==> src/rtl/clock_set_ctrl.sv <==
// rtl/clock_set_ctrl.sv - mode/sequencing controller for the wall-clock counter chain
// Drives the counter enables/direction/clear, the set-mode FSM, the idle timeout and field blinking.
module clock_set_ctrl #(
   parameter int BLINK_DIV = 25_000_000,
   parameter int TIMEOUT_S = 10
) (
   input  logic       i_clk,
   input  logic       i_reset_n,
   input  logic       i_tick,
   input  logic       i_btn_mode,
   input  logic       i_btn_up,
   input  logic       i_btn_down,
   input  logic       i_sec_roll,
   input  logic       i_min_roll,
   output logic       o_sec_ena,
   output logic       o_min_ena,
   output logic       o_hr_ena,
   output logic       o_inc,
   output logic       o_sec_clr,
   output logic [1:0] o_mode,
   output logic       o_blank_hr,
   output logic       o_blank_min,
   output logic       o_blank_sec
);

   localparam int BW = (BLINK_DIV > 1) ? $clog2(BLINK_DIV) : 1;
   localparam logic [BW-1:0] BLINK_LAST = BW'(BLINK_DIV - 1);
   localparam logic [7:0] TO_VAL = 8'(TIMEOUT_S);

   typedef enum logic [1:0] {
      ST_RUN     = 2'd0,
      ST_SET_HR  = 2'd1,
      ST_SET_MIN = 2'd2,
      ST_SET_SEC = 2'd3
   } state_t;

   state_t        state_q, state_d;
   logic [7:0]    to_cnt_q, to_cnt_d;
   logic [BW-1:0] blink_cnt_q, blink_cnt_d;
   logic          phase_q, phase_d;
   logic          sec_ena_q, sec_ena_d;
   logic          min_ena_q, min_ena_d;
   logic          hr_ena_q, hr_ena_d;
   logic          inc_q, inc_d;
   logic          sec_clr_q, sec_clr_d;
   logic          blank_hr_q, blank_hr_d;
   logic          blank_min_q, blank_min_d;
   logic          blank_sec_q, blank_sec_d;
   logic          edit;

   always_ff @(posedge i_clk or negedge i_reset_n) begin
      if (!i_reset_n) begin
         state_q     <= ST_RUN;
         to_cnt_q    <= '0;
         blink_cnt_q <= '0;
         phase_q     <= 1'b0;
         sec_ena_q   <= 1'b0;
         min_ena_q   <= 1'b0;
         hr_ena_q    <= 1'b0;
         inc_q       <= 1'b1;
         sec_clr_q   <= 1'b0;
         blank_hr_q  <= 1'b0;
         blank_min_q <= 1'b0;
         blank_sec_q <= 1'b0;
      end else begin
         state_q     <= state_d;
         to_cnt_q    <= to_cnt_d;
         blink_cnt_q <= blink_cnt_d;
         phase_q     <= phase_d;
         sec_ena_q   <= sec_ena_d;
         min_ena_q   <= min_ena_d;
         hr_ena_q    <= hr_ena_d;
         inc_q       <= inc_d;
         sec_clr_q   <= sec_clr_d;
         blank_hr_q  <= blank_hr_d;
         blank_min_q <= blank_min_d;
         blank_sec_q <= blank_sec_d;
      end
   end

   always_comb begin
      state_d     = state_q;
      to_cnt_d    = to_cnt_q;
      blink_cnt_d = blink_cnt_q + 1'b1;
      phase_d     = phase_q;
      sec_ena_d   = 1'b0;
      min_ena_d   = 1'b0;
      hr_ena_d    = 1'b0;
      inc_d       = 1'b1;
      sec_clr_d   = 1'b0;

      // A single up or down press in a set state, not shadowed by a mode press.
      edit = (state_q != ST_RUN) && !i_btn_mode && (i_btn_up ^ i_btn_down);

      if (blink_cnt_q == BLINK_LAST) begin
         blink_cnt_d = '0;
         phase_d     = ~phase_q;
      end
      if (i_btn_mode || edit) begin
         phase_d = 1'b0;
      end

      if (i_btn_mode) begin
         state_d  = state_t'(state_q + 2'd1);
         to_cnt_d = '0;
      end else begin
         unique case (state_q)
            ST_RUN: begin
               sec_ena_d = i_tick;
               min_ena_d = i_tick & i_sec_roll;
               hr_ena_d  = i_tick & i_sec_roll & i_min_roll;
            end
            ST_SET_HR: begin
               hr_ena_d = edit;
               inc_d    = edit ? i_btn_up : 1'b1;
            end
            ST_SET_MIN: begin
               min_ena_d = edit;
               inc_d     = edit ? i_btn_up : 1'b1;
            end
            ST_SET_SEC: begin
               sec_ena_d = edit;
               sec_clr_d = edit;
            end
            default: ;
         endcase

         // An accepted edit outranks a timeout tick in the same cycle.
         if (edit) begin
            to_cnt_d = '0;
         end else if (state_q != ST_RUN && i_tick) begin
            if (to_cnt_q + 8'd1 == TO_VAL) begin
               state_d  = ST_RUN;
               to_cnt_d = '0;
            end else begin
               to_cnt_d = to_cnt_q + 8'd1;
            end
         end
      end

      blank_hr_d  = (state_d == ST_SET_HR)  & phase_d;
      blank_min_d = (state_d == ST_SET_MIN) & phase_d;
      blank_sec_d = (state_d == ST_SET_SEC) & phase_d;
   end

   assign o_sec_ena   = sec_ena_q;
   assign o_min_ena   = min_ena_q;
   assign o_hr_ena    = hr_ena_q;
   assign o_inc       = inc_q;
   assign o_sec_clr   = sec_clr_q;
   assign o_mode      = state_q;
   assign o_blank_hr  = blank_hr_q;
   assign o_blank_min = blank_min_q;
   assign o_blank_sec = blank_sec_q;

endmodule

==> config.mk <==
export PLATFORM = sky130hd
export DESIGN_NAME = clock_set_ctrl
export DESIGN_NICKNAME = d
export VERILOG_FILES = /design/src/rtl/clock_set_ctrl.sv
export SDC_FILE = /design/constraint.sdc
export NUM_CORES = 1
export LEC_CHECK = 0
export ABC_AREA = 1
export BUFFER_PORTS_ARGS = -buffer_cell sky130_fd_sc_hd__buf_2
export CAP_MARGIN = 20
export CORE_ASPECT_RATIO = 1.2
export CORE_UTILIZATION = 60
export DETAILED_ROUTE_END_ITERATION = 12
export GPL_ROUTABILITY_DRIVEN = 0
export PLACE_DENSITY = 0.79
export SLEW_MARGIN = 5
export SYNTH_ARGS = -nofsm -noshare
export SYNTH_HDL_FRONTEND = slang
export SYNTH_SLANG_ARGS = --single-unit
==> constraint.sdc <==
create_clock -name i_clk -period 4.1 [get_ports i_clk]
set_input_delay 0.82 -clock i_clk [delete_from_list [all_inputs] [get_ports i_clk]]
set_output_delay 0.82 -clock i_clk [all_outputs]
set_load 0.01 [all_outputs]
# Word level (Yosys, flattened, before mapping)
# Index checks and enable logic that the tools add are counted.
# Widths: inputs -> output; s select.
# op_classes
n_reduce_logical	9
n_eq_ne	8
muxes	22
addsub	3
bitwise_logic	7
# ops
cell	count
$mux 8	4
$add 25x1->25 const B	1
$eq 25x25->1 const B	1
$mux 25	1
$mux 1	10
$add 8x1->8 const B	1
$eq 2x2->1 const B	4
$eq 8x4->1 const B	1
$mux 2	4
$pmux 1 s2	3
$and 1x1->1	5
$eq 2x1->1 const B	2
$logic_and 1x1->1	3
$reduce_bool 3->1	1
$add 2x1->2 const B	1
$logic_not 2->1	1
$reduce_bool 2->1	1
$reduce_or 2->1	1
$logic_not 1->1	1
$logic_or 1x1->1	1
$not 1->1	1
$xor 1x1->1	1
# word_totals
regBits	44
elab_cells	61
out_inout_bits	10
inputBits	8

# Logic depth before layout (Yosys ltp)
# depth
depth_word	8
depth_mapped	11
depth_no_buf	11

# Worst setup path after synthesis
# OpenSTA, ideal clock, no wires.
# synth_path
kind	input-to-reg
from	input i_btn_up
to	register to_cnt_q[0]
path_buffers	0
required_ps	4017
slack_ps	2483
arrival_time_ps	1535
cell_stages	7
setup_ps	83
path_cell_list	inv_1 nand2_1 nand4_1 nand2_1 nor2_1 nand2_1 o21ai_0
# synth_between
elab_chain_cells	4
word_cells_on_any_way	5
cone_classes	mux: 2; bitwise: 1; reduce/logical: 2
# synth_rtl
element	line	text
start: declaration	11	input logic i_btn_up,
$xor 1x1->1 (*)	93	edit = (state_q != ST_RUN) && !i_btn_mode && (i_btn_up ^ i_btn_down);
$logic_and 1x1->1 (*)	93	
$mux 8	129	if (edit) begin
$mux 8	103	if (i_btn_mode) begin
end signal: assignment	67	to_cnt_q <= to_cnt_d;
end: declaration	38	logic [7:0] to_cnt_q, to_cnt_d;
# Every way passes the cells marked *; elsewhere a longest branch is shown, timed or not.
# A chain may end at the register's enable or synchronous reset.

# Worst setup path in the final report
# layout_path
from	register blink_cnt_q[0]
to	register blink_cnt_q[14]
# layout_between
elab_chain_cells	2
word_cells_on_any_way	3
cone_classes	add/sub: 1; eq/ne: 1; mux: 1
# layout_rtl
element	line	text
start: declaration	39	logic [BW-1:0] blink_cnt_q, blink_cnt_d;
start signal: assignment	68	blink_cnt_q <= blink_cnt_d;
$add 25x1->25 / $eq 25x25->1 (equally long branches)	84, 95	
$mux 25 (*)	95	if (blink_cnt_q == BLINK_LAST) begin
named net blink_cnt_d[14]	39	
# Mark *: on every way through the listed nets, which the timed path passes. The rest lies on a longest branch.

==> run summary <==
## CTS
* **clk buf depth** 2
* **post-CTS setup buffer count** 0
* **Clock Latency Late Sink** 0.29 ns
* **CTS H-Tree Depth** 2
* **total CTS buffers** 5
* **number of hold buffers added after CTS** 0
* **clock tree from TritonCTS** done
* **number of resized instances in the post-cts repair step** 0
* **clock root buffer** sky130_fd_sc_hd__clkbuf_8
* **count of clock tree sinks** 44
* **clock-pin slew on the worst setup and hold paths** 0.08 ns

## Die
* **placeable core area** 0.00394 sq mm
* **Core Rows** 25
* **Die ar.** 0.00440 sq mm
* **die span in x** 60.7 um
* **number of top-level design ports** 18
* **overall die height** 72.5 um
* **initial core utilization** 63.0%

## Critical path
* **critical path launch point type** flop
* **Crit Path Class** reg2reg
* **worst stage delay on the critical path** 0.40 ns
* **number of buffer and inverter instances along the worst setup path** 1
* **Arrival @ worst endpoint** 2.08 ns
* **worst path cell trace** ha_1 -> nand3_2 -> nor2_4 -> nand2_1 -> inv_1 -> nand2_1 -> nor2_1 -> a21oi_1 -> nor3_1 -> nor2_1
* **slowest CP cell** sky130_fd_sc_hd__dfrtp_1
* **crit end category** flop
* **maximum fanout along the worst path** 5
* **cell type group with the largest total delay on the critical path** simple AND/OR/NAND/NOR gates
* **required time of the critical path** 4.27 ns

## Placed design
* **detailed placer's ending HPWL** 3.97 mm
* **pre-CTS setup slack** 2.12 ns
* **standard cell area after detailed placement** 0.00264 sq mm
* **Buffers on Ports** 17
* **placed cells** 405

## Global route
* **GRT Total Usage** 27.8%
* **largest net degree at the start of global routing** 45
* **total congestion overflow** 0
* **initial antenna violation count** 0
* **first-pass GRT wire length** 9.11 mm
* **via count of the first global-routing pass** 2,109

## Min path
* **kind of path behind the tightest hold check** reg2reg

## Power
* **leakage power summed over all cells** 1.37 nW
* **power density of the placed cells** 299 mW/mm^2
* **Final Total Pwr** 0.812 mW
* **largest voltage drop on the vdd net** 227 uV

## STA
* **slew of the pin with the lowest slew margin** 0.942 ns
* **shortest period the worst path allows** 1.91 ns
* **slack of the critical path** 2.19 ns
* **final count of hold timing violations** 0
* **final slew viol count** 0
* **achievable clock frequency** 523 MHz
* **RSZ-0062 raised after global routing** false
* **# setup viols final** 0
* **headroom to the max-slew limit** 37.2%
* **Setup Skew** 0.0118 ns
* **final clock period utilization by the worst path** 46.6%
* **Total Neg Setup Slack** 0 ns

## Synthesis
* **average size of a mapped cell** 7.43 sq um
* **Yosys reg bits** 44
* **number of library cell types mapped by synthesis** 27
* **Post-Syn Instances** 334
* **sequential fraction of the synthesis area** 44.4%
* **net count of the mapped netlist** 349
* **post-synthesis instance area** 0.00248 sq mm
* **number of warnings issued by yosys** 0

## Detailed routing
* **First DRT Iteration DRCs** 128
* **number of iterations in the first detailed-routing pass** 4
* **number of vias after detailed routing** 2,180
* **residual DRC count** 0
* **Post-DRT Antenna Nets** 0
* **final routed wire length divided by cell count** 12.5 um
* **via count normalized by instance count** 5.28
* **routed wire length** 5.17 mm

## Job
* **maximum capacitance violations** 0

## Layout
* **Design Area, Final** 0.00272 sq mm
* **final net count** 373
* **area growth from synthesis to layout** 9.43%
* **number of diodes added for antenna fixing** 0
* **number of cells in the finished layout apart from fillers** 413
* **layout cells sized above 1** 8.64%

## Run status
* **result of the run** finished, final reports clean

==> worst register-to-register path: stages (launching register included) <==
cell	delay (ns)
sky130_fd_sc_hd__dfrtp_1	0.40
sky130_fd_sc_hd__ha_1	0.22
sky130_fd_sc_hd__nand3_2	0.17
sky130_fd_sc_hd__nor2_4	0.16
sky130_fd_sc_hd__nand2_1	0.10
sky130_fd_sc_hd__inv_1	0.08
sky130_fd_sc_hd__nand2_1	0.06
sky130_fd_sc_hd__nor2_1	0.15
sky130_fd_sc_hd__a21oi_1	0.11
sky130_fd_sc_hd__nor3_1	0.25
sky130_fd_sc_hd__nor2_1	0.08
==> cell usage in the layout (no fill, tap or decap), types with 3 or more instances in the layout <==
cell type                   n
sky130_fd_sc_hd__a21oi_1    6
sky130_fd_sc_hd__buf_2     17
sky130_fd_sc_hd__clkbuf_8   5
sky130_fd_sc_hd__dfrtp_1   43
sky130_fd_sc_hd__ha_1       7
sky130_fd_sc_hd__inv_1     57
sky130_fd_sc_hd__nand2_1   78
sky130_fd_sc_hd__nand3_1   23
sky130_fd_sc_hd__nand4_1   10
sky130_fd_sc_hd__nor2_1    57
sky130_fd_sc_hd__nor3_1    12
sky130_fd_sc_hd__nor4_1     5
sky130_fd_sc_hd__o21ai_0    7
sky130_fd_sc_hd__o22ai_1    3
sky130_fd_sc_hd__xnor2_1    3
sky130_fd_sc_hd__xor2_1     8
==> sequential cells by signal, indices dropped and copies added (netlist names) <==
register     flops
o_blank_min      1
o_blank_sec      1
o_sec_clr        1
o_sec_ena        1
o_inc            1
o_mode           2
blink_cnt_q     25
o_hr_ena         1
phase_q          1
o_blank_hr       1
to_cnt_q         8
o_min_ena        1
==> cells in the mapped netlist <==
| library cell | number | share of area, % |
|---|---|---|
| sky130_fd_sc_hd__nor4_2 | 1 | 0.50 |
| sky130_fd_sc_hd__nand3_1 | 23 | 4.6 |
| sky130_fd_sc_hd__nand3b_1 | 2 | 0.60 |
| sky130_fd_sc_hd__o21bai_1 | 1 | 0.30 |
| sky130_fd_sc_hd__dfrtp_1 | 43 | 43 |
| sky130_fd_sc_hd__inv_1 | 57 | 8.6 |
| sky130_fd_sc_hd__nand3_2 | 1 | 0.40 |
| sky130_fd_sc_hd__nor2_4 | 2 | 0.91 |
| sky130_fd_sc_hd__ha_1 | 7 | 3.5 |
| sky130_fd_sc_hd__nor4_1 | 5 | 1.3 |
| sky130_fd_sc_hd__o21ai_0 | 7 | 1.4 |
| sky130_fd_sc_hd__a22oi_1 | 1 | 0.30 |
| sky130_fd_sc_hd__o22ai_1 | 3 | 0.76 |
| sky130_fd_sc_hd__a21oi_2 | 1 | 0.35 |
| sky130_fd_sc_hd__a32oi_1 | 1 | 0.35 |
| sky130_fd_sc_hd__nor2_1 | 57 | 8.6 |
| sky130_fd_sc_hd__xnor2_1 | 3 | 1.1 |
| sky130_fd_sc_hd__xor2_1 | 8 | 2.8 |
| sky130_fd_sc_hd__inv_2 | 1 | 0.15 |
| sky130_fd_sc_hd__o22a_1 | 1 | 0.35 |
| sky130_fd_sc_hd__o21a_1 | 1 | 0.30 |
| sky130_fd_sc_hd__nor3_2 | 1 | 0.40 |
| sky130_fd_sc_hd__dfstp_2 | 1 | 1.1 |
| sky130_fd_sc_hd__nand4_1 | 10 | 2.5 |
| sky130_fd_sc_hd__a21oi_1 | 6 | 1.2 |
| sky130_fd_sc_hd__nand2_1 | 78 | 12 |
| sky130_fd_sc_hd__nor3_1 | 12 | 2.4 |
==> per-stage QoR <==
stage | utilization [%] | hold slack (ns)
2_1_floorplan | - | 0.455
3_3_place_gp | 66.9 | 0.484
3_5_place_dp | 66.9 | 0.495
5_1_grt | 68.9 | 0.543
4_1_cts | 68.9 | 0.506
6_report | 68.9 | 0.502
==> power breakdown <==
part | switching (mW) | internal, mW | total (mW)
Sequential | 0.0132 | 0.446 | 0.460
Clock | 0.138 | 0.120 | 0.258
Combinational | 0.0637 | 0.0307 | 0.0944
Total | 0.215 | 0.597 | 0.812
==> final cells by class <==
| class | instances | area [sq um] |
|---|---|---|
| fillers | 354 | 1220 |
| clock inverters | 1 | 5.00 |
| clock buffers | 7 | 76.3 |
| well taps | 54 | 67.6 |
| inverters | 58 | 218 |
| flip-flops and latches | 44 | 1100 |
| repair buffers | 17 | 85.1 |
| multi-input cells | 232 | 1160 |
==> cell families (layout without fill, tap and decap cells) <==
family	after synthesis	in the layout	synth area share [%]
simple gates	192	192	34.1
buf+inv	58	83	8.77
flops	44	44	44.4
compound gates	22	22	5.34
xor+xnor	11	11	3.88
fa+ha+maj	7	7	3.53
==> per-layer routing <==
layer,GRT usage (%),share of wire (%),vias to the layer above
met5,0,0,-
li1,-,-,1107
met1,32.2,43,1024
met2,48.1,52,39
met4,11.4,1.8,0
met3,6.77,2.8,10
==> path summary, 6_finish.rpt <==
path | depth (start not counted) | slack, ns | startpoint | to
worst max-delay path | 10 | 2.19 | blink_cnt_q[0] | blink_cnt_q[14]
worst min-delay path | 1 | 0.50 | blink_cnt_q[0] | blink_cnt_q[0]
worst max register to register | 10 | 2.19 | blink_cnt_q[0] | blink_cnt_q[14]
worst min register to register | 1 | 0.50 | blink_cnt_q[0] | blink_cnt_q[0]
max in group asynchronous | 1 | 2.84 | i_reset_n | blink_cnt_q[9]
min in group asynchronous | 1 | 0.66 | i_reset_n | blink_cnt_q[2]
Note: power is estimated with default switching activity, not from simulation.
